[src/rtl/key_led_pkg.sv]
// Shared encodings and default timing constants for the key-driven LED mode controller.
package key_led_pkg;

   typedef enum logic [1:0] {
      MODE_OFF  = 2'd0,
      MODE_SYNC = 2'd1,
      MODE_ALT  = 2'd2,
      MODE_ON   = 2'd3
   } mode_e;

   localparam logic [1:0]  SPEED_MAX    = 2'd2;
   localparam logic [19:0] DEB_MAX_DEF  = 20'd1000000;
   localparam logic [24:0] TICK_MAX_DEF = 25'd25000000;

   function automatic logic [1:0] led_decode(input mode_e m, input logic ph);
      logic [1:0] r;
      r = 2'b00;
      case (m)
         MODE_OFF:  r = 2'b00;
         MODE_SYNC: r = {ph, ph};
         MODE_ALT:  r = {ph, ~ph};
         MODE_ON:   r = 2'b11;
         default:   r = 2'b00;
      endcase
      return r;
   endfunction

endpackage

[src/rtl/key_debounce.sv]
// One key: two-flop synchroniser, stable-count debouncer and a registered
// one-cycle pulse on each falling edge of the debounced level.
module key_debounce
   import key_led_pkg::*;
#(
   parameter logic [19:0] DEB_MAX = DEB_MAX_DEF
) (
   input  logic sys_clk,
   input  logic rst,
   input  logic key_in,
   output logic key_db,
   output logic press
);

   logic        sync1_q, sync2_q;
   logic        db_q, db_d;
   logic        db_prev_q;
   logic [19:0] cnt_q, cnt_d;
   logic        press_q, press_d;

   always_comb begin
      cnt_d   = cnt_q;
      db_d    = db_q;
      press_d = db_prev_q & ~db_q;
      if (sync2_q == db_q) begin
         cnt_d = '0;
      end else if (cnt_q == DEB_MAX - 20'd1) begin
         db_d  = sync2_q;
         cnt_d = '0;
      end else begin
         cnt_d = cnt_q + 20'd1;
      end
   end

   // Idle level of the keys is 1, so the synchroniser and debounced level reset high.
   always_ff @(posedge sys_clk or negedge rst) begin
      if (!rst) begin
         sync1_q   <= 1'b1;
         sync2_q   <= 1'b1;
         db_q      <= 1'b1;
         db_prev_q <= 1'b1;
         cnt_q     <= '0;
         press_q   <= 1'b0;
      end else begin
         sync1_q   <= key_in;
         sync2_q   <= sync1_q;
         db_q      <= db_d;
         db_prev_q <= db_q;
         cnt_q     <= cnt_d;
         press_q   <= press_d;
      end
   end

   assign key_db = db_q;
   assign press  = press_q;

endmodule

[src/rtl/key_led_mode_ctrl.sv]
// Mode/speed controller: key[0] steps the LED pattern, key[1] steps the blink
// rate; a tick counter toggles the blink phase every half-period.
module key_led_mode_ctrl
   import key_led_pkg::*;
#(
   parameter logic [19:0] DEB_MAX  = DEB_MAX_DEF,
   parameter logic [24:0] TICK_MAX = TICK_MAX_DEF
) (
   input  logic       sys_clk,
   input  logic       rst,
   input  logic [1:0] key,
   output logic [1:0] led,
   output logic [1:0] mode,
   output logic [1:0] speed
);

   logic [1:0]  press;
   logic [1:0]  key_db_unused;

   mode_e       mode_q, mode_d;
   logic [1:0]  speed_q, speed_d;
   logic [1:0]  speed_eff;
   logic [24:0] half_per;
   logic [24:0] tick_q, tick_d;
   logic        phase_q, phase_d;
   logic [1:0]  led_q, led_d;

   key_debounce #(.DEB_MAX(DEB_MAX)) u_deb0 (
      .sys_clk (sys_clk),
      .rst     (rst),
      .key_in  (key[0]),
      .key_db  (key_db_unused[0]),
      .press   (press[0])
   );

   key_debounce #(.DEB_MAX(DEB_MAX)) u_deb1 (
      .sys_clk (sys_clk),
      .rst     (rst),
      .key_in  (key[1]),
      .key_db  (key_db_unused[1]),
      .press   (press[1])
   );

   // Speed code 3 is never loaded; if it appears it behaves as the base rate.
   always_comb begin
      speed_eff = (speed_q == 2'd3) ? 2'd0 : speed_q;
      half_per  = TICK_MAX >> speed_eff;
      mode_d    = mode_q;
      speed_d   = speed_q;
      tick_d    = tick_q;
      phase_d   = phase_q;
      led_d     = led_decode(mode_q, phase_q);
      if (press[0] || press[1]) begin
         tick_d = '0;
         if (press[0]) begin
            mode_d  = mode_e'(mode_q + 2'd1);
            phase_d = 1'b0;
         end
         if (press[1]) begin
            speed_d = (speed_eff >= SPEED_MAX) ? 2'd0 : speed_eff + 2'd1;
         end
      end else if (tick_q == half_per - 25'd1) begin
         tick_d  = '0;
         phase_d = ~phase_q;
      end else begin
         tick_d = tick_q + 25'd1;
      end
   end

   always_ff @(posedge sys_clk or negedge rst) begin
      if (!rst) begin
         mode_q  <= MODE_OFF;
         speed_q <= 2'd0;
         tick_q  <= '0;
         phase_q <= 1'b0;
         led_q   <= 2'b00;
      end else begin
         mode_q  <= mode_d;
         speed_q <= speed_d;
         tick_q  <= tick_d;
         phase_q <= phase_d;
         led_q   <= led_d;
      end
   end

   assign led   = led_q;
   assign mode  = mode_q;
   assign speed = speed_q;

endmodule

[config.mk]
export PLATFORM = sky130hd
export DESIGN_NAME = key_led_mode_ctrl
export DESIGN_NICKNAME = d
export VERILOG_FILES = /design/src/rtl/key_led_pkg.sv /design/src/rtl/key_debounce.sv /design/src/rtl/key_led_mode_ctrl.sv
export SDC_FILE = /design/constraint.sdc
export NUM_CORES = 1
export LEC_CHECK = 0
export ABC_AREA = 1
export BUFFER_PORTS_ARGS = -buffer_cell sky130_fd_sc_hd__clkbuf_2
export CAP_MARGIN = 5
export CORE_AREA = 2 2 84 94
export CTS_CLUSTER_SIZE = 25
export DETAILED_ROUTE_END_ITERATION = 7
export DIE_AREA = 0 0 86 96
export PLACE_DENSITY = 0.75
export SLEW_MARGIN = 15
export SYNTH_ARGS = -nofsm -noshare
export SYNTH_HDL_FRONTEND = slang
export SYNTH_SLANG_ARGS = --single-unit
[constraint.sdc]
create_clock -name sys_clk -period 2.4 [get_ports sys_clk]
set_input_delay 0 -clock sys_clk [delete_from_list [all_inputs] [get_ports sys_clk]]
set_output_delay 0 -clock sys_clk [all_outputs]
set_load 0.02 [all_outputs]
==> flow_metrics.py <==
metrics = {
    "cts": {
        "post_cts_resized": 0,
        "htree_levels": 3,
        "numCtsBuffers": 9,
        "tritoncts": "yes",
        "cts_sinks": 82,
        "clk_path_buf_depth": 2,
        "post_cts_buffers": 0,
        "path_clk_slew_ns": 0.08,
        "clock-root-buffer": "clkbuf_8",
        "clock_latency_ns": 0.36,
    },
    "die": {
        "die_h_um": 96,
        "num_rows": 33,
        "design.core.area_um2": 7310,
        "num_io_pins": 10,
        "die_w_um": 86,
        "die-area_um2": 8260,
        "initial_core_util_pct": 60.0,
    },
    "setup_path": {
        "worstPathRequired_ns": 2.64,
        "cp_max_fo": 22,
        "worstSetupPathType": "flip-flop to flip-flop",
        "end_kind": "flip-flop",
        "cp.arrival_ns": 2.24,
        "cp-start-kind": "flip-flop",
    },
    "detailed_routing": {
        "wl_mm": 8.54,
        "final_antenna_net_count": 0,
        "drtPass1Iterations": 4,
        "drc": 0,
        "viasPerCell": 5.19,
        "via_count": 3506,
        "post_drt_wl_per_cell_um": 12.6,
        "drt_iter0_markers": 204,
    },
    "yosys": {
        "ys_ff_latch": 82,
        "synth_area_per_cell_um2": 7.80,
        "syn_nets": 577,
        "syn_area_um2": 4380,
        "yosys_warnings": 0,
        "synth_cell_types": 29,
        "synth-seq-area-share_pct": 47.0,
        "synth_edf_count": 0,
        "synth_flop_cell": "dfrtp_1",
        "syn_inst": 562,
        "ys_async_sr_fraction_pct": 100,
    },
    "placement": {
        "placed_cell_area_um2": 4520,
        "gp_congestion": 0.908,
        "dpl_worst_slack_ns": 0.438,
        "hpwl_mm": 6.22,
        "portBuffers": 9,
        "dp.cells": 657,
    },
    "finish": {
        "final_core_util_pct": 65.7,
        "drive_gt1_share_pct": 9.85,
        "n_antenna_cell": 0,
        "final_cell_area_um2": 4800,
        "instances_no_fill": 676,
        "syn2layout_area_growth_pct": 9.62,
        "final_nets": 599,
        "layout_commonest_cell": "nand2_1",
        "final_cell_mix": "127 x nand2_1, 110 x nor2_1, 74 x dfrtp_1",
    },
    "timing": {
        "min_period_over_period_pct": 83.1,
        "fin_skew_ns": 0.00923,
        "fmaxAchievable_mhz": 501,
        "hold_viol_final": 0,
        "relSlewSlack_pct": 33.6,
        "worst_slack_ns": 0.405,
        "rsz0062_at_grt": "false",
        "max_slew.worst_pin.slew_ns": 0.997,
        "fin_crit_ns": 2.00,
        "tns_ns": 0,
        "setup_viol": 0,
        "drv_slew": 0,
    },
    "power_and_ir_drop": {
        "peakVddDrop_v": 0.000340,
        "power.leakage_nw": 2.24,
        "netSwitchingFraction_pct": 21.2,
        "p_per_area_nw_per_um2": 564,
        "p_sw_mw": 0.573,
        "internal_power_mw": 2.14,
        "p_seq_share_pct": 51.7,
        "combPwrFrac_pct": 2.4,
        "power_frac_clock_pct": 45.9,
    },
    "global_route": {
        "grt-ovfl-total": 0,
        "grt_usage_pct": 23.8,
        "grt_start_max_net_pins": 82,
        "antenna_found_initial": 0,
        "grt_pass1_vias": 3395,
        "grt_pass1_wl_mm": 15.3,
    },
    "min_path": {
        "hold_path_class": "primary input to flip-flop",
    },
    "outcome": {
        "status": "finished clean",
    },
    "run": {
        "cap_violations": 0,
    },
}
==> Yosys cell counts (3+ instances only) <==
cell / instances / area share [%]
dfrtp_1: 74 / 42
inv_2: 4 / 0.34
xor2_1: 26 / 5.2
nand3_1: 31 / 3.5
dfstp_2: 8 / 4.8
nand2_2: 4 / 0.57
nand4_1: 11 / 1.6
nand2_1: 127 / 11
inv_1: 70 / 6.0
nor3_1: 28 / 3.2
o21ai_0: 13 / 1.5
a21oi_1: 10 / 1.1
nor2_2: 7 / 1.0
nor2_1: 110 / 9.4
nor3_2: 3 / 0.69
ha_1: 11 / 3.1
xnor2_1: 6 / 1.2
nor3b_1: 4 / 0.69
==> through the flow <==
stage | power, mW | hold WS (ns)
3_3_place_gp | 1.49 | 0.0871
2_1_floorplan | 1.45 | -0.296
5_1_grt | 2.81 | 0.264
4_1_cts | 2.73 | 0.262
3_5_place_dp | 1.49 | 0.0893
6_report | 2.71 | 0.273
==> state kept, by name, indices dropped and copies added, names as in the netlist <==
name / count
led: 2
mode: 2
phase_q: 1
speed: 2
tick_q: 25
u_deb0.cnt_q: 20
u_deb0.db_prev_q: 1
u_deb0.key_db: 1
u_deb0.press: 1
u_deb0.sync1_q: 1
u_deb0.sync2_q: 1
u_deb1.cnt_q: 20
u_deb1.db_prev_q: 1
u_deb1.key_db: 1
u_deb1.press: 1
u_deb1.sync1_q: 1
u_deb1.sync2_q: 1
==> power groups by stage <==
stage / registers [mW] / logic [mW] / clock network [mW]
floorplan: 1.43 / 0.0254 / 0
global placement: 1.43 / 0.0623 / 0
detailed placement: 1.43 / 0.0637 / 0
CTS: 1.40 / 0.0677 / 1.26
global route: 1.40 / 0.0794 / 1.33
finish: 1.40 / 0.0644 / 1.24
==> worst paths after layout <==
kind	start	to	slack, ns	depth (start not counted)
min in group asynchronous	rst	tick_q[6]	0.31	2
worst min-delay path	key[1]	u_deb1.sync1_q	0.27	2
max in group asynchronous	rst	u_deb1.sync2_q	1.33	3
worst max-delay path	speed[0]	tick_q[19]	0.40	11
worst max register to register	speed[0]	tick_q[19]	0.40	11
worst min register to register	u_deb1.sync1_q	u_deb1.sync2_q	0.36	0
==> cell type report <==
class / count / area (um2)
clock buffers: 10 / 138
repair buffers: 15 / 100
clock inverters: 6 / 113
well taps: 87 / 109
fillers: 614 / 2500
multi-input cells: 402 / 2010
inverters: 74 / 278
flip-flops and latches: 82 / 2060
==> critical path, stage by stage (launching register included) <==
cell	delay (ns)
dfrtp_1	0.40
inv_1	0.09
ha_1	0.40
inv_2	0.08
nand2_1	0.06
nand2_1	0.05
nor2_1	0.09
nand3_1	0.10
nor2_2	0.17
nand2_2	0.10
nand2_4	0.23
nor2_1	0.10
==> per-layer routing <==
layer / wire length (um) / vias to the layer above / track usage, %
met4: 256 / 0 / 11.5
met2: 4120 / 63 / 39.2
met1: 3910 / 1622 / 30.2
met3: 260 / 22 / 4.80
li1: - / 1799 / -
met5: 0 / - / 0
==> cells by family after synthesis <==
group	synth area share, %
AOI/OAI and AO/OA	3.40
adders and majority gates	3.14
DFF	47.0
and+or+nand+nor	32.8
buffers and inverters	7.19
xor gates and xnor gates	6.39
==> repair_timing <==
| action | 4_1_cts | 5_1_grt |
|---|---|---|
| endpoints found under the hold margin | 76 | 0 |
| setup endpoints to repair | 0 | 0 |
| hold buffers | 3 | 0 |
No activity file was read; power rests on OpenSTA's default activity.
